## config.mk

```make
export PLATFORM = sky130hd
export DESIGN_NAME = fetch_ctrl
export DESIGN_NICKNAME = d
export VERILOG_FILES = /design/src/rtl/fetch_pkg.sv /design/src/rtl/fetch_pc_reg.sv /design/src/rtl/fetch_ctrl.sv
export SDC_FILE = /design/constraint.sdc
export NUM_CORES = 1
export LEC_CHECK = 0
export BUFFER_PORTS_ARGS = -buffer_cell sky130_fd_sc_hd__buf_4
export CAP_MARGIN = 10
export CELL_PAD_IN_SITES_DETAIL_PLACEMENT = 0
export CELL_PAD_IN_SITES_GLOBAL_PLACEMENT = 1
export CORE_MARGIN = 5
export CORE_UTILIZATION = 42
export DETAILED_ROUTE_END_ITERATION = 8
export PLACE_DENSITY = 0.95
export SKIP_LAST_GASP = 1
export SLEW_MARGIN = 20
export SYNTH_ARGS = -nofsm -noshare
export SYNTH_HDL_FRONTEND = slang
export SYNTH_SLANG_ARGS = --single-unit
```

## constraint.sdc

```tcl
create_clock -name clock -period 3.5 [get_ports clock]
set_clock_uncertainty 0.2 [all_clocks]
set_input_delay 0.875 -clock clock [delete_from_list [all_inputs] [get_ports clock]]
set_output_delay 0.875 -clock clock [all_outputs]
set_load 0.01 [all_outputs]
```

## src/rtl/fetch_pkg.sv

```systemverilog
// Shared types and constants for the instruction fetch controller.
`timescale 1ns/1ps
package fetch_pkg;

    typedef enum logic [1:0] {
        ST_IDLE  = 2'd0,
        ST_FETCH = 2'd1,
        ST_HOLD  = 2'd2,
        ST_FLUSH = 2'd3
    } fetch_state_t;

    localparam logic [31:0] NOP_INSTR            = 32'h0000_0013;
    localparam int          INSTR_BYTES          = 4;
    localparam logic [31:0] DEFAULT_RESET_VECTOR = 32'h0000_0000;

endpackage

```

## src/rtl/fetch_pc_reg.sv

```systemverilog
// Next-fetch address register: load wins over sequential increment.
`timescale 1ns/1ps
module fetch_pc_reg
    import fetch_pkg::*;
#(
    parameter int                 BITSIZE      = 32,
    parameter logic [BITSIZE-1:0] RESET_VECTOR = BITSIZE'(DEFAULT_RESET_VECTOR)
) (
    input  logic               i_clock,
    input  logic               i_reset_n,
    input  logic               i_load,
    input  logic [BITSIZE-1:0] i_load_addr,
    input  logic               i_inc,
    output logic [BITSIZE-1:0] o_pc,
    output logic [BITSIZE-1:0] o_pc_next
);

    logic [BITSIZE-1:0] r_pc;

    // Increment wraps naturally at 2^BITSIZE.
    always_comb begin
        if (i_load) begin
            o_pc_next = i_load_addr;
        end else if (i_inc) begin
            o_pc_next = r_pc + BITSIZE'(INSTR_BYTES);
        end else begin
            o_pc_next = r_pc;
        end
    end

    always_ff @(posedge i_clock or negedge i_reset_n) begin
        if (!i_reset_n) begin
            r_pc <= RESET_VECTOR;
        end else begin
            r_pc <= o_pc_next;
        end
    end

    assign o_pc = r_pc;

endmodule

```

## src/rtl/fetch_ctrl.sv

```systemverilog
// Instruction fetch controller: sequential fetch, consumer stall, and
// redirect/trap handling with discard of in-flight memory responses.
`timescale 1ns/1ps
module fetch_ctrl
    import fetch_pkg::*;
#(
    parameter int                 BITSIZE      = 32,
    parameter logic [BITSIZE-1:0] RESET_VECTOR = BITSIZE'(DEFAULT_RESET_VECTOR)
) (
    input  logic               clock,
    input  logic               reset_n,
    input  logic               stall,
    input  logic               redirect,
    input  logic [BITSIZE-1:0] redirect_target,
    input  logic               trap,
    input  logic [BITSIZE-1:0] trap_vector,
    output logic               imem_req,
    output logic [BITSIZE-1:0] imem_addr,
    input  logic               imem_ack,
    input  logic [31:0]        imem_rdata,
    output logic [31:0]        instr,
    output logic [BITSIZE-1:0] pc,
    output logic               instr_valid,
    output logic               misaligned
);

    fetch_state_t       r_state;
    logic               r_imem_req;
    logic [BITSIZE-1:0] r_imem_addr;
    logic [31:0]        r_instr;
    logic [BITSIZE-1:0] r_pc;
    logic               r_instr_valid;
    logic               r_misaligned;

    logic               w_jump;
    logic [BITSIZE-1:0] w_target;
    logic               w_held;
    logic               w_take;
    logic [BITSIZE-1:0] w_fetch_pc;
    logic [BITSIZE-1:0] w_pc_next;

    // Trap outranks redirect; either one outranks stall and sequential fetch.
    assign w_jump   = trap | redirect;
    assign w_target = trap ? trap_vector : redirect_target;
    assign w_held   = r_instr_valid & stall;
    assign w_take   = (r_state == ST_FETCH) & imem_ack & ~w_jump & ~w_held;

    fetch_pc_reg #(
        .BITSIZE      (BITSIZE),
        .RESET_VECTOR (RESET_VECTOR)
    ) u_fetch_pc (
        .i_clock     (clock),
        .i_reset_n   (reset_n),
        .i_load      (w_jump),
        .i_load_addr ({w_target[BITSIZE-1:2], 2'b00}),
        .i_inc       (w_take),
        .o_pc        (w_fetch_pc),
        .o_pc_next   (w_pc_next)
    );

    always_ff @(posedge clock or negedge reset_n) begin
        if (!reset_n) begin
            r_state       <= ST_IDLE;
            r_imem_req    <= 1'b0;
            r_imem_addr   <= RESET_VECTOR;
            r_instr       <= NOP_INSTR;
            r_pc          <= RESET_VECTOR;
            r_instr_valid <= 1'b0;
            r_misaligned  <= 1'b0;
        end else begin
            r_misaligned <= w_jump & (w_target[1:0] != 2'b00);
            case (r_state)
                ST_IDLE: begin
                    r_state       <= ST_FETCH;
                    r_imem_req    <= 1'b1;
                    r_imem_addr   <= w_pc_next;
                    r_instr_valid <= 1'b0;
                end
                ST_FETCH: begin
                    if (w_jump) begin
                        r_instr_valid <= 1'b0;
                        r_imem_req    <= 1'b1;
                        if (imem_ack) begin
                            r_state     <= ST_FETCH;
                            r_imem_addr <= w_pc_next;
                        end else begin
                            r_state <= ST_FLUSH;
                        end
                    end else if (w_held) begin
                        // Unaccepted instruction pending: a same-cycle ack is dropped and refetched later.
                        r_state    <= ST_HOLD;
                        r_imem_req <= 1'b0;
                    end else begin
                        if (imem_ack) begin
                            r_instr       <= imem_rdata;
                            r_pc          <= w_fetch_pc;
                            r_instr_valid <= 1'b1;
                        end else begin
                            r_instr_valid <= 1'b0;
                        end
                        r_imem_req  <= 1'b1;
                        r_imem_addr <= w_pc_next;
                    end
                end
                ST_HOLD: begin
                    if (w_jump || !stall) begin
                        r_state       <= ST_FETCH;
                        r_imem_req    <= 1'b1;
                        r_imem_addr   <= w_pc_next;
                        r_instr_valid <= 1'b0;
                    end
                end
                ST_FLUSH: begin
                    // Old request stays on the bus until its ack, whose data is thrown away.
                    if (imem_ack) begin
                        r_state     <= ST_FETCH;
                        r_imem_req  <= 1'b1;
                        r_imem_addr <= w_pc_next;
                    end
                end
                default: begin
                    r_state <= ST_IDLE;
                end
            endcase
        end
    end

    assign imem_req    = r_imem_req;
    assign imem_addr   = r_imem_addr;
    assign instr       = r_instr;
    assign pc          = r_pc;
    assign instr_valid = r_instr_valid;
    assign misaligned  = r_misaligned;

endmodule

```

==> flow_summary_export.csv <==
group,metric,value,unit
critical_path,crit_path_max_incr_delay,0.76,ns
critical_path,reg2reg_from,"r_state[1]",
detailed_routing,routedWlPerCell,19.7,um
timing,slew-limit-headroom,0.472,
die,rows,49,
grt,grt_antenna_before_repair,0,
synth,synth.cell_area,7610,um^2
critical_path,path_cells,"and2b_2 > nand3_2 > or4_1 > nor2_1 > mux2_2 > o221ai_1",
die,die_w,145,um
synth,synth_ff_type,"dfrtp_1",
placement,dp.cells,1328,
critical_path,start_kind,"flip-flop",
die,top_level_ports,201,
grt,grt_usage,0.255,
synth,yosysWarningCount,0,
synth,synthTopCellsByArea,"dfrtp_1, nand2_1, o21ai_0",
clock_network,cts_buffers,17,
clock_network,clock_latency,0.42,ns
critical_path,crit_start,"r_state[1]",
synth,synthDistinctLibCells,73,
timing,fin_ws,0.563,ns
clock_network,cts_tree,"yes",
timing,min_period,2.94,ns
synth,synth_edf_count,0,
pwr,p_int,3.58,mW
status,status,"finished, final reports clean",
detailed_routing,wl_met1,11.3,mm
job,cap_viol_max_count,0,
clock_network,path_clk_slew,0.06,ns
layout,multi_input_area,3950,um^2
clock_network,cts_max_level,4,
layout,fin_util,0.562,
critical_path,endpoint_kind,"flip-flop",
placement,place_congestion,1.04,
die,core_area,17900,um^2
timing,whs,0.247,ns
timing,finalHoldViolCount,0,
timing,rsz0062_at_grt,"false",
pwr,power,5.19,mW
critical_path,slowest_stage,"or4_1",
clock_network,clockBufferDepth,2,
layout,final_cells,1360,
clock_network,cts_sinks,133,
synth,syn_area_per_cell,8.18,um^2
grt,grt_pass1_vias,7592,
detailed_routing,drc_errors,0,
pwr,p_leak,4.72,nW
layout,seq_area,3330,um^2
clock_network,cts_setup_buffers,0,
placement,dp_slack,0.267,ns
synth,yosysSeqAreaShare,0.438,
synth,synth_seq_cells,133,
detailed_routing,highest_layer,"met4",
clock_network,cts_root_buf,"clkbuf_16",
critical_path,worstSetupPathType,"flip-flop to flip-flop",
layout,fill_cells,1670,
detailed_routing,wl_met2,11.6,mm
pwr,pwr-share-clk,0.362,
detailed_routing,via_count,7915,
worst_hold_path,hold_path.class,"primary input to async pin",
synth,syn_nets,1033,
detailed_routing,drt-total-wl,26.8,mm
critical_path,required,3.62,ns
pwr,comb_power_share,0.246,
die,die_height,145,um
detailed_routing,wl_met3,2.77,mm
die,start_util,0.425,
placement,port_buffers,200,
layout,n_antenna_cell,0,
layout,drive_above_1_share,0.261,
timing,tightest_slew,0.784,ns
die,dieArea,20900,um^2
timing,slew_viol_final,0,
detailed_routing,drt_iter0_drc,700,
grt,overflow,0,
timing,finalCritPeriodShare,0.839,
pwr,power.density,516,nW/um^2
clock_network,post_cts_resize_count,0,
placement,dpl-instance-area,9440,um^2
synth,synth_async_sr_flop_share,1.00,
timing,max_clock_freq,340,MHz
grt,grt_pass1_wl,41.6,mm
layout,design_area,10100,um^2
critical_path,crit_arrival,3.06,ns
timing,finalSetupViolCount,0,
synth,synth_top_area_cell,"dfrtp_1",
detailed_routing,postRouteAntennaNets,0,
pwr,p_seq_frac,0.392,
timing,finalSetupTns,0,ns
synth,yosysTopAreaCellShare,0.427,
pwr,power_switching,1.61,mW
layout,layout.nets,1221,
pwr,switching_share,0.310,
placement,hpwl,19.3,mm
pwr,vdd_ir_drop_max,330,uV
synth,postSynthCellCount,930,
grt,grt_start_max_net_pins,67,
clock_network,holdBufCountCts,0,
detailed_routing,dr.pass1.iters,6,
detailed_routing,avgViaCountPerCell,5.82,
critical_path,cp_max_fo,14,
layout,area.growth.synth_to_final,32.2,%
## flip-flops by register name, summed over array words and instances, names as in the netlist
name / cells
imem_req: 1
instr: 32
pc: 32
misaligned: 1
u_fetch_pc.o_pc: 32
r_state: 2
imem_addr: 32
instr_valid: 1
## critical path: cells and delay by family, from the launching register on
| kind | cells | cell delay (ns) |
|---|---|---|
| and+or+nand+nor | 4 | 1.71 |
| muxes | 1 | 0.36 |
| AOI/OAI and AO/OA | 1 | 0.19 |
| DFF | 1 | 0.38 |
## cells in the final DEF, fill, tap and decap left out, drive strengths merged, types with 8 or more instances in the layout
| cell | netlist | routed |
|---|---|---|
| mux2i | 11 | 11 |
| a21oi | 52 | 52 |
| xnor2 | 16 | 16 |
| xor2 | 9 | 9 |
| a211oi | 12 | 12 |
| o21ai | 70 | 70 |
| nor2 | 56 | 56 |
| buf | 32 | 238 |
| o22ai | 10 | 10 |
| or3 | 9 | 9 |
| clkbuf | 37 | 19 |
| dfrtp | 130 | 130 |
| nand2 | 257 | 257 |
| and2 | 10 | 10 |
| nor2b | 8 | 8 |
| nor3 | 18 | 18 |
| mux2 | 8 | 8 |
| o211ai | 9 | 9 |
| nand2b | 9 | 9 |
| nand3 | 20 | 20 |
| inv | 11 | 14 |
| and3 | 11 | 11 |
| nand4 | 14 | 14 |
| a22o | 10 | 10 |
## synthesized netlist by cell type (all sizes together), types with 4 or more instances
cell type,instances
nand4,14
a211oi,12
mux2,8
xor2,9
and3,11
a32oi,4
clkbuf,37
dfrtp,130
a31oi,7
or3,9
a21oi,52
nand2,257
nor2,56
nor3,18
and4,4
nor4,7
o21a,6
buf,32
nand2b,9
o211ai,9
inv,11
or2,4
o21ai,70
o32ai,6
o22ai,10
nor2b,8
mux2i,11
xnor2,16
a22o,10
o221ai,5
nand3,20
and2,10
## cell type report
class | instances | area share
flip-flops and latches | 133 | 0.331
inverters | 11 | 0.00410
clock buffers | 19 | 0.0450
repair buffers | 238 | 0.182
multi-input cells | 717 | 0.393
clock inverters | 13 | 0.0169
well taps | 229 | 0.0285
## power by group through the flow
stage	Clock, mW	Combinational [mW]	Sequential [mW]
detailed placement	0	1.28	2.06
global placement	0	1.26	2.05
global route	1.98	1.41	2.07
CTS	1.91	1.28	2.03
finish	1.88	1.28	2.04
floorplan	0	0.530	2.09
## worst paths after layout
path	end	slack, ns	cells past startpoint
max in group asynchronous	u_fetch_pc.o_pc[31]	2.15	2
setup reg to reg	imem_addr[29]	0.56	6
hold / removal	instr[3]	0.25	1
min in group clock	instr[0]	0.26	2
hold reg to reg	instr[0]	0.26	2
setup / recovery	imem_addr[29]	0.56	6
## layer usage
| layer | vias to the layer above | GRT usage |
|---|---|---|
| met3 | 79 | 0.0542 |
| met5 | - | 0 |
| met1 | 3703 | 0.349 |
| met2 | 482 | 0.383 |
| met4 | 0 | 0.127 |
| li1 | 3651 | - |
## logic make-up after synthesis
| family | share of synthesized area |
|---|---|
| adders and majority gates | 0.00164 |
| and+or+nand+nor | 0.263 |
| DFF | 0.438 |
| AOI/OAI and AO/OA | 0.197 |
| muxes | 0.0268 |
| xor gates and xnor gates | 0.0288 |
| buffers and inverters | 0.0450 |
No activity file was read; power rests on OpenSTA's default activity.
